**config.mk**
```make
export PLATFORM = sky130hd
export DESIGN_NAME = cc3_frame_sequencer
export DESIGN_NICKNAME = d
export VERILOG_FILES = /design/src/rtl/cc3_frame_sequencer.sv
export SDC_FILE = /design/constraint.sdc
export NUM_CORES = 1
export LEC_CHECK = 0
export CORE_ASPECT_RATIO = 0.5
export CORE_MARGIN = 2
export CORE_UTILIZATION = 40
export DETAILED_ROUTE_END_ITERATION = 10
export SYNTH_ARGS = -nofsm -noshare
export SYNTH_HDL_FRONTEND = slang
export SYNTH_SLANG_ARGS = --single-unit
```
**constraint.sdc**
```tcl
create_clock -name clock -period 2.55 [get_ports clock]
set_clock_uncertainty 0.2 [all_clocks]
set_input_delay 0.3825 -clock clock [delete_from_list [all_inputs] [get_ports clock]]
set_output_delay 0.3825 -clock clock [all_outputs]
set_load 0.02 [all_outputs]
```
**src/rtl/cc3_frame_sequencer.sv**
```systemverilog
// cc3_frame_sequencer: frame controller and noise arbiter for the rate-1/2, K=3 convolutional encoder
// Ports: clock, reset (synchronous, active-high); start begins a frame from IDLE;
//   msg_valid/msg_bit/msg_ready carry message bits over a valid/ready handshake;
//   enc_in/enc_shift/enc_clear drive the encoder; frame_active/frame_done report frame status;
//   noise0_req/noise1_req request corruption of out1/out2, noise0/noise1 are the grants;
//   grant_cnt counts errors granted in the current frame (saturating).
// Define CC3_TAIL_FLUSH_EN to build the TAIL state that shifts TAIL_LEN zeros to flush the encoder.
module cc3_frame_sequencer #(
    parameter int FRAME_LEN = 8,
    parameter int TAIL_LEN  = 2,
    parameter int NOISE_GAP = 3
) (
    input  logic       clock,
    input  logic       reset,
    input  logic       start,
    input  logic       msg_valid,
    input  logic       msg_bit,
    output logic       msg_ready,
    output logic       enc_in,
    output logic       enc_shift,
    output logic       enc_clear,
    output logic       frame_active,
    output logic       frame_done,
    input  logic       noise0_req,
    input  logic       noise1_req,
    output logic       noise0,
    output logic       noise1,
    output logic [3:0] grant_cnt
);
    typedef enum logic [2:0] {IDLE, CLEAR, DATA, TAIL, DONE} state_t;
`ifdef CC3_TAIL_FLUSH_EN
    localparam state_t DATA_EXIT = TAIL;
`else
    localparam state_t DATA_EXIT = DONE;
`endif
    state_t     state, state_nxt;
    logic [7:0] bit_cnt;
    logic [3:0] tail_cnt;
    logic [3:0] gap_cnt;
    logic       rr_ptr;
    logic       grant_ok;
    logic       last_bit;
    always_comb begin
        msg_ready    = state == DATA;
        enc_shift    = (state == DATA && msg_valid) || state == TAIL;
        enc_in       = state == DATA && msg_valid && msg_bit;
        enc_clear    = state == CLEAR;
        frame_done   = state == DONE;
        frame_active = state inside {CLEAR, DATA, TAIL};
        grant_ok     = enc_shift && gap_cnt == 4'd0;
        // rr_ptr=0 favours noise0 when both request; a lone requester always wins
        noise0       = grant_ok && noise0_req && (!noise1_req || !rr_ptr);
        noise1       = grant_ok && noise1_req && (!noise0_req || rr_ptr);
        last_bit     = bit_cnt == 8'(FRAME_LEN - 1);
        state_nxt    = state;
        case (state)
            IDLE:    state_nxt = start ? CLEAR : IDLE;
            CLEAR:   state_nxt = DATA;
            DATA:    state_nxt = (msg_valid && last_bit) ? DATA_EXIT : DATA;
            TAIL:    state_nxt = (tail_cnt == 4'(TAIL_LEN - 1)) ? DONE : TAIL;
            DONE:    state_nxt = IDLE;
            default: state_nxt = IDLE;
        endcase
    end
    always_ff @(posedge clock) begin
        if (reset) begin
            state     <= IDLE;
            bit_cnt   <= '0;
            tail_cnt  <= '0;
            gap_cnt   <= '0;
            grant_cnt <= '0;
            rr_ptr    <= 1'b0;
        end else begin
            state <= state_nxt;
            if (state == CLEAR) begin
                bit_cnt   <= '0;
                tail_cnt  <= '0;
                gap_cnt   <= '0;
                grant_cnt <= '0;
            end else begin
                if (state == DATA && msg_valid)
                    bit_cnt <= bit_cnt + 8'd1;
                if (state == TAIL)
                    tail_cnt <= tail_cnt + 4'd1;
                // a grant reopens the quiet window; only shifted symbols count it down
                if (noise0 || noise1) begin
                    gap_cnt   <= 4'(NOISE_GAP);
                    grant_cnt <= grant_cnt + {3'b000, grant_cnt != 4'hF};
                    rr_ptr    <= noise0;
                end else if (enc_shift && gap_cnt != 4'd0) begin
                    gap_cnt <= gap_cnt - 4'd1;
                end
            end
        end
    end
endmodule

```
==> run metrics, run 1 <==
status=completed; CORE AREA=0.00296 sq mm; clock sink count=24; height of the die=43.1 um; Worst-path clk slew=0.08 ns; Max Freq=0.414 GHz; vias in the first global route=953; highest metal used=met3; Residual DRC=0; final non-filler cell total=214; GPL Wtd Cong=0.764; utilization after layout=0.530; root buf cell=clkbuf_8; initial antenna violation count=0; Die ar.=0.00353 sq mm; GRT Total Usage=0.146; post-synth top area share=0.394; DRC violation total after the first TritonRoute iteration=12; Area after DPL=0.00152 sq mm; DRT antenna net count=0; global-route wire length before repair=3950 um; GR Overflow Total=0; First-pass DRT Iterations=3; RSZ-0062 raised after global routing=no; ANT cells=0; DR vias=1034; sequential area share after synthesis=0.394; CP Class=register to register; dpl cells=211; slew of the pin with the lowest slew margin=0.432 ns; Slew HR=0.712; leakage=0.594 nW; CTS Hold Buffers Added=0; pin count of the biggest net entering global routing=22; FF+latch count, synth=24; Final setup viols=0; CP required=2.55 ns; Via-to-Cell Ratio=4.83; Max Cap Violations=0; fillcell total=289; arrival time at the worst endpoint=2.42 ns; Mapped Nets=161; design area=0.00157 sq mm; VDD IR max=160 uV; DP Wirelength=1750 um; DR WL met2=1090 um; Tcrit/Tclk final=0.948; total CTS buffers=3; initial core utilization=0.412; port bufs=18; kind of end point of the critical path=register; Mapped Cells=147; Routed WL=2400 um; Power Total=0.000735 W; Clock Latency Late Sink=0.27 ns; Synth Cell Area=0.00122 sq mm; P&R area growth vs syn=28.7%; Hold Violations, Final=0; DP Worst Slack=-0.0587 ns; max-slew violation count=0; Max FO, Critical Path=3; wire per inst=11.2 um; nets=190; Max H-tree Level=1; Synth area leader=dfxtp_1; DR WL met3=73 um; power density cells=468 mW/mm^2; clock tree buffer depth=2; final worst slack=0.132 ns; Netlist cell types=29; die width=82.1 um; Tightest Hold Check Type=register to register; num ports=19; CTS tree=done; M1 wire length=1230 um; synth top area cells=dfxtp_1 (39%), nor2_1 (8.6%), ha_1 (7.2%); startpoint types=register; syn avg cell area=8.30 sq um; layout cells sized above 1=0.132; post-layout min period=2.42 ns; synth warn=0; FP Rows=14
## cells in the mapped netlist, drive strengths merged
| library cell | instances |
|---|---|
| nor2b | 2 |
| nor2 | 28 |
| xnor2 | 7 |
| mux2i | 4 |
| nand3 | 9 |
| xor2 | 4 |
| and3 | 2 |
| or3b | 1 |
| and3b | 1 |
| or4 | 1 |
| clkbuf | 6 |
| nor4 | 4 |
| o32ai | 1 |
| nand4 | 3 |
| inv | 5 |
| nor3 | 7 |
| o21ai | 2 |
| a211oi | 5 |
| or2 | 2 |
| or3 | 1 |
| dfxtp | 24 |
| nor3b | 3 |
| nand2b | 3 |
| ha | 7 |
| o31a | 1 |
| a21oi | 4 |
| nand2 | 8 |
| nand4bb | 1 |
| and2 | 1 |
## logic make-up (layout without fill, tap and decap cells)
group           count (synthesis)  after routing  share of synthesized area
mux                             4              4                     0.0328
compound gates                 13             13                     0.0698
fa+ha+maj                       7              7                     0.0718
simple gates                   77             77                      0.319
buf+inv                        11             38                     0.0338
xor+xnor                       11             11                     0.0790
flops                          24             24                      0.394
## worst max-delay path, cell delays in order, from the launching register on
cell,delay [ns]
dfxtp_1,0.32
inv_1,0.07
ha_1,0.18
or3b_4,0.41
buf_4,0.15
or4_1,0.54
or3_1,0.36
a21oi_1,0.14
## timing repair
action | in CTS | in global routing
setup endpoints to repair | 2 | 3
buffers inserted | 0 | 0
hold endpoints to repair | 0 | 0
gates resized for setup | 6 | 5
## registers in the layout, summed over array words and instances, names as in the netlist
register,cells
gap_cnt,4
tail_cnt,4
state,3
bit_cnt,8
rr_ptr,1
grant_cnt,4
## worst paths after layout
path                           start                         to  slack, ns  depth (start not counted)
min reg2reg  bit_cnt[1]$_SDFFE_PP0P_    bit_cnt[1]$_SDFFE_PP0P_       0.29                          2
min          bit_cnt[1]$_SDFFE_PP0P_    bit_cnt[1]$_SDFFE_PP0P_       0.29                          2
max          gap_cnt[0]$_SDFFE_PP0P_  grant_cnt[3]$_SDFFE_PP0P_       0.13                          7
max reg2reg  gap_cnt[0]$_SDFFE_PP0P_  grant_cnt[3]$_SDFFE_PP0P_       0.13                          7
## stage by stage
step | TNS (ns) | hold WS, ns
2_1_floorplan | 0 | 0.254
3_3_place_gp | -0.0318 | 0.274
3_5_place_dp | -0.0965 | 0.277
4_1_cts | 0 | 0.289
5_1_grt | 0 | 0.308
6_report | 0 | 0.288
## report_power, final
part           switching [W]  internal (W)  leakage (nW)
registers         0.00000881      0.000382         0.194
clock network       0.000117      0.000106        0.0216
logic              0.0000622     0.0000597         0.378
## cell type report
class,count,area [sq um],area share
multi-input combinational,112,719,0.458
inverter,5,18.8,0.0120
clock buffer,3,41.3,0.0263
timing repair buffer,30,260,0.166
sequential,24,480,0.306
tap,40,50.0,0.0319
## cell usage in the layout (no fill, tap or decap)
cell	synthesis	final
o21ai_0	2	2
clkbuf_2	0	1
clkdlybuf4s50_1	0	16
and2_1	1	1
nor3b_1	3	2
and3b_1	1	1
or4_1	1	1
xnor2_1	7	7
or3b_4	1	1
dfxtp_1	24	24
nand2b_1	3	3
nand4bb_1	1	1
o31a_1	1	1
inv_1	5	5
ha_1	7	7
buf_4	0	12
mux2i_1	4	4
nor4_1	4	4
nor3_4	0	1
clkbuf_8	0	3
a211oi_1	5	5
nor3b_2	0	1
nand2_1	8	8
a21oi_1	4	4
xor2_1	4	4
nand3_1	9	9
o32ai_1	1	1
nand4_1	3	3
nor2b_1	2	2
or3_1	1	1
nor2_1	28	28
or2_2	2	2
nor3_1	7	6
and3_4	0	1
buf_2	0	1
and3_1	2	1
## metal layers
metal  vias up  global-route usage
met1       465               0.185
met5         -                   0
met4         0              0.0200
met3         0              0.0511
li1        560                   -
met2         9               0.244
No activity file was read; power rests on OpenSTA's default activity.
==> inputs of run 2 (changes only) <==
- PLACE_DENSITY: default -> 0.68
==> run metrics, run 2 (synthesized netlist as in run 1, its figures left out) <==
VDD IR max=256 uV (+60%); fillcell total=292 (+1.0%); Top delay family on crit path=simple AND/OR/NAND/NOR gates; CORE AREA=0.00296 sq mm (unchanged); Min-Delay Startpoint=bit_cnt[1]$_SDFFE_PP0P_; design area=0.00157 sq mm (-0.16%); clock tree buffer depth=2 (unchanged); layout cells sized above 1=0.137 (+0.00496); Die ar.=0.00353 sq mm (unchanged); Hold Violations, Final=0 (unchanged); Final setup viols=0 (unchanged); die width=82.1 um (unchanged); DRC violation total after the first TritonRoute iteration=30 (+18); Tcrit/Tclk final=0.942 (-0.00647); Hold EP=bit_cnt[1]$_SDFFE_PP0P_; Clock Latency Late Sink=0.26 ns (about the same); post-CTS setup buffers=0 (unchanged); port bufs=18 (unchanged); commonest non-fill, non-tap cell in the layout=nor2_1; largest stage delay on the critical path=0.53 ns (about the same); clock sink count=24 (unchanged); leakage=0.595 nW (+0.19%); pin count of the biggest net entering global routing=22 (unchanged); Tightest Hold Check Type=register to register; Max H-tree Level=1 (unchanged); vias in the first global route=971 (+1.9%); ANT cells=0 (unchanged); Area after DPL=0.00153 sq mm (+0.49%); GRT Total Usage=0.152 (+0.00615); Max Freq=0.416 GHz (+0.69%); DP Wirelength=1720 um (-1.9%); total CTS buffers=3 (unchanged); Via-to-Cell Ratio=5.00 (+3.5%); Residual DRC=0 (unchanged); worst reg2reg path startpoint=gap_cnt[1]$_SDFFE_PP0P_; max-slew violation count=0 (unchanged); reg2reg path depth=7 (unchanged); initial antenna violation count=0 (unchanged); Slew HR=0.722 (+0.00956); wire per inst=10.8 um (-3.3%); Int Power=0.000546 W (-0.23%); Max FO, Critical Path=3 (unchanged); Power Total=0.000724 W (-1.5%); initial core utilization=0.412 (unchanged); commonest cells after routing, fill and taps aside=nor2_1 (28), dfxtp_1 (24), clkdlybuf4s50_1 (16); DRT antenna net count=0 (unchanged); Top reg by flops=bit_cnt; status=completed; num ports=19 (unchanged); part of the power in registers=0.539 (+0.008); Hold Path Depth=2 (unchanged); startpoint types=register; global-route wire length before repair=4120 um (+4.2%); Clk network pwr share=0.298 (-0.005); CTS Hold Buffers Added=0 (unchanged); First-pass DRT Iterations=4 (+1); Post-Route Setup TNS=0 ns (unchanged); Logic pwr share=0.163 (-0.003); power density cells=462 mW/mm^2 (-1.3%); GR Overflow Total=0 (unchanged); nets=191 (+0.53%); FF-to-FF End=grant_cnt[3]$_SDFFE_PP0P_; DR vias=1075 (+4.0%); kind of end point of the critical path=register; CP Class=register to register; crit path max-delay cell type=or4_1; Max Cap Violations=0 (unchanged); flop2flop setup slack=0.15 ns (+0.02 ns); CP required=2.55 ns (about the same); Worst-path clk slew=0.08 ns (about the same); height of the die=43.1 um (unchanged); max reg flops=8 (unchanged); FP Rows=14 (unchanged); slew of the pin with the lowest slew margin=0.418 ns (-0.0143 ns); worst path bufs/invs=2 (unchanged); post-layout min period=2.40 ns (-0.0165 ns); P&R area growth vs syn=28.5%; arrival time at the worst endpoint=2.40 ns (-0.02 ns); Routed WL=2330 um (-2.8%); CTS tree=done; RSZ-0062 raised after global routing=no; Sw Pwr=0.000178 W (-5.2%); CP startpoint=gap_cnt[1]$_SDFFE_PP0P_; GPL Wtd Cong=0.780 (+2.2%); cells along the critical path=inv_1 > ha_2 > or3b_4 > buf_4 > or4_1 > or3_1 > a21oi_2; root buf cell=clkbuf_8; Sw Share=0.246 (-0.00955)
-- run 2: power by group through the flow --
stage | sequential, W | combinational [W] | clock, W
3_3_place_gp | 0.000399 | 0.000118 | 0
3_5_place_dp | 0.000399 | 0.000118 | 0
5_1_grt | 0.000392 | 0.000132 | 0.000244
6_report | 0.000391 | 0.000118 | 0.000216
4_1_cts | 0.000391 | 0.000119 | 0.000229
2_1_floorplan | 0.000398 | 0.0000640 | 0
-- run 2: repair_timing --
action,CTS,global route
endpoints found under the setup margin,2,3
hold endpoints to repair,0,0
resized for setup,4,5
pin swaps,0,0
-- run 2: worst register-to-register path: cells and delay by family, from the launching register on --
kind	cells	cell delay, ns
buffers and inverters	2	0.23
DFF	1	0.32
adders and majority gates	1	0.18
and+or+nand+nor	3	1.29
AOI/OAI and AO/OA	1	0.13
-- run 2: layout make-up --
| class | instances | area (sq um) | share of cell area |
|---|---|---|---|
| repair buffers | 31 | 268 | 0.171 |
| flip-flops and latches | 24 | 480 | 0.306 |
| multi-input cells | 112 | 709 | 0.453 |
| clock buffers | 3 | 41.3 | 0.0263 |
| inverters | 5 | 18.8 | 0.0120 |
| well taps | 40 | 50.0 | 0.0319 |
-- run 2: through the flow --
| stage | hold WS, ns | util | setup slack, ns | cells |
|---|---|---|---|---|
| CTS | 0.296 | 0.530 | 0.00282 | 215 |
| finish | 0.296 | 0.530 | 0.148 | 215 |
| global route | 0.315 | 0.530 | 0.00291 | 215 |
| global placement | 0.268 | 0.515 | -0.0261 | 212 |
| detailed placement | 0.282 | 0.515 | -0.0364 | 212 |
| floorplan | 0.254 | - | 0.364 | 147 |
-- run 2: metal layers --
layer  wire (um)  global-route usage  up-vias
met5           0                   0        -
met4          22              0.0400        0
met3          39              0.0383        2
met2        1050               0.246        8
met1        1210               0.202      498
li1            -                   -      567
-- run 2: worst max-delay path by stage --
| stage | end | slack (ns) | depth (start not counted) |
|---|---|---|---|
| 2_1_floorplan | grant_cnt[3]$_SDFFE_PP0P_ | 0.36 | 6 |
| 3_3_place_gp | noise1 | -0.03 | 6 |
| 3_5_place_dp | noise1 | -0.04 | 6 |
| 4_1_cts | noise0 | 0.003 | 7 |
| 5_1_grt | grant_cnt[3]$_SDFFE_PP0P_ | 0.003 | 7 |
| 6_report | grant_cnt[3]$_SDFFE_PP0P_ | 0.15 | 7 |
==> inputs of run 3 (changes only) <==
- CORE_MARGIN: 2 -> default
==> run metrics, run 3 (synthesized netlist as in run 1, its figures left out) <==
Tightest Hold Check Type=register to register; area of the multi-input gates=709 sq um (unchanged); nets=188 (-1.6%); Min-Delay Startpoint=bit_cnt[1]$_SDFFE_PP0P_; part of the power in registers=0.509 (-0.030); utilization after layout=0.569 (+0.0396); commonest non-fill, non-tap cell in the layout=nor2_1; final worst slack=0.120 ns (-0.0285 ns); root buf cell=clkbuf_8; clock tree buffer depth=2 (unchanged); DRC violation total after the first TritonRoute iteration=22 (-27%); Logic pwr share=0.154 (-0.009); ANT cells=0 (unchanged); vias in the first global route=927 (-4.5%); Routed WL=2360 um (+1.2%); port bufs=18 (unchanged); RSZ-0062 raised after global routing=no; Via-to-Cell Ratio=5.07 (+1.3%); FP Rows=13 (-1); Residual DRC=0 (unchanged); Hold Path Depth=2 (unchanged); PostCTS Resize Cnt=6 (+2); Max H-tree Level=1 (unchanged); register cell area after layout=480 sq um (unchanged); slew of the pin with the lowest slew margin=0.415 ns (-0.00299 ns); DR vias=1064 (-1.0%); Top reg by flops=bit_cnt; Clk network pwr share=0.337 (+0.039); num ports=19 (unchanged); commonest cells after routing, fill and taps aside=nor2_1 (28), dfxtp_1 (24), clkdlybuf4s50_1 (16); Clock Latency Late Sink=0.26 ns (about the same); Final setup viols=0 (unchanged); Sw Pwr=0.000189 W (+6.1%); flop2flop setup slack=0.12 ns (-0.03 ns); clock sink count=24 (unchanged); kind of end point of the critical path=register; DP Wirelength=1740 um (+1.2%); final non-filler cell total=210 (-2.3%); height of the die=41.1 um (-4.6%); pin count of the biggest net entering global routing=22 (unchanged); GPL Wtd Cong=0.715 (-8.4%); CORE AREA=0.00273 sq mm (-7.7%); Hold EP=bit_cnt[1]$_SDFFE_PP0P_; CP required=2.55 ns (about the same); DRT antenna net count=0 (unchanged); initial antenna violation count=0 (unchanged); wire per inst=11.2 um (+3.7%); Max FO, Critical Path=3 (unchanged); cells along the critical path=inv_1 > ha_1 > or3b_4 > buf_4 > or4_1 > or3_1 > a21oi_1; Int Power=0.000577 W (+5.7%); VDD IR max=218 uV (-15%); layout cells sized above 1=0.116 (-0.0215); GR Overflow Total=0 (unchanged); Top delay family on crit path=simple AND/OR/NAND/NOR gates; crit path max-delay cell type=or4_1; max reg flops=8 (unchanged); post-CTS setup buffers=0 (unchanged); worst reg2reg path startpoint=gap_cnt[0]$_SDFFE_PP0P_; Post-Route Setup TNS=0 ns (unchanged); status=completed; dpl cells=206 (-2.8%); worst path bufs/invs=2 (unchanged); CTS Hold Buffers Added=0 (unchanged); Hold Violations, Final=0 (unchanged); Max Freq=0.411 GHz (-1.2%); fillcell total=268 (-8.2%); First-pass DRT Iterations=4 (unchanged); global-route wire length before repair=3930 um (-4.5%); Max Cap Violations=0 (unchanged); startpoint types=register; largest stage delay on the critical path=0.54 ns (about the same); Sw Share=0.247 (+0.000739); max-slew violation count=0 (unchanged); FF-to-FF End=grant_cnt[3]$_SDFFE_PP0P_; Tcrit/Tclk final=0.953 (+0.0112); initial core utilization=0.446 (+0.0343); reg2reg path depth=7 (unchanged); GRT Total Usage=0.165 (+0.0138); Die ar.=0.00329 sq mm (-7.0%); post-layout min period=2.43 ns (+0.0285 ns); power density cells=493 mW/mm^2 (+6.7%); arrival time at the worst endpoint=2.43 ns (+0.03 ns); DP Worst Slack=-0.0216 ns (+0.0148 ns); die width=80.1 um (-2.4%); leakage=0.592 nW (-0.54%); CP Class=register to register; P&R area growth vs syn=27.5%; total CTS buffers=3 (unchanged); CTS tree=done; Worst-path clk slew=0.08 ns (about the same); Hold WS=0.305 ns (+0.00970 ns); Slew HR=0.724 (+0.00199)
-- run 3: final cells by class --
cell class	instances	share of cell area
Inverter	5	0.0121
Clock buffer	4	0.0354
Tap cell	37	0.0298
Timing Repair Buffer	28	0.158
Multi-Input combinational cell	112	0.456
Sequential cell	24	0.309
-- run 3: worst max path at each step --
| stage | cells past startpoint | to | startpoint |
|---|---|---|---|
| 6_report | 7 | grant_cnt[3]$_SDFFE_PP0P_ | gap_cnt[0]$_SDFFE_PP0P_ |
| 5_1_grt | 3 | enc_in | state[1]$_SDFF_PP0_ |
| 4_1_cts | 6 | noise1 | gap_cnt[0]$_SDFFE_PP0P_ |
| 3_5_place_dp | 6 | noise1 | gap_cnt[0]$_SDFFE_PP0P_ |
| 3_3_place_gp | 6 | noise1 | gap_cnt[0]$_SDFFE_PP0P_ |
| 2_1_floorplan | 6 | grant_cnt[3]$_SDFFE_PP0P_ | gap_cnt[0]$_SDFFE_PP0P_ |
-- run 3: per-stage QoR --
stage / cell area, sq um / total power (W)
floorplan: 1220 / 0.000462
global placement: 1500 / 0.000514
detailed placement: 1500 / 0.000515
CTS: 1560 / 0.000769
global route: 1560 / 0.000800
finish: 1560 / 0.000766
-- run 3: power by group through the flow --
stage                logic, W  clock network, W  registers (W)
detailed placement   0.000116                 0       0.000399
global route         0.000130          0.000277       0.000392
floorplan           0.0000640                 0       0.000398
CTS                  0.000116          0.000262       0.000390
finish               0.000118          0.000258       0.000390
global placement     0.000115                 0       0.000399
-- run 3: metal layers --
layer | vias to the layer above | track usage | routed length (um)
met5 | - | 0 | 0
met4 | 0 | 0.0536 | 19
met3 | 2 | 0.0600 | 86
met2 | 14 | 0.306 | 1060
met1 | 485 | 0.188 | 1200
li1 | 563 | - | -
-- run 3: worst min-delay path, stage by stage, from the launching register on --
cell and delay (ns):
dfxtp_1 0.34, nand2_1 0.07, a21oi_1 0.06
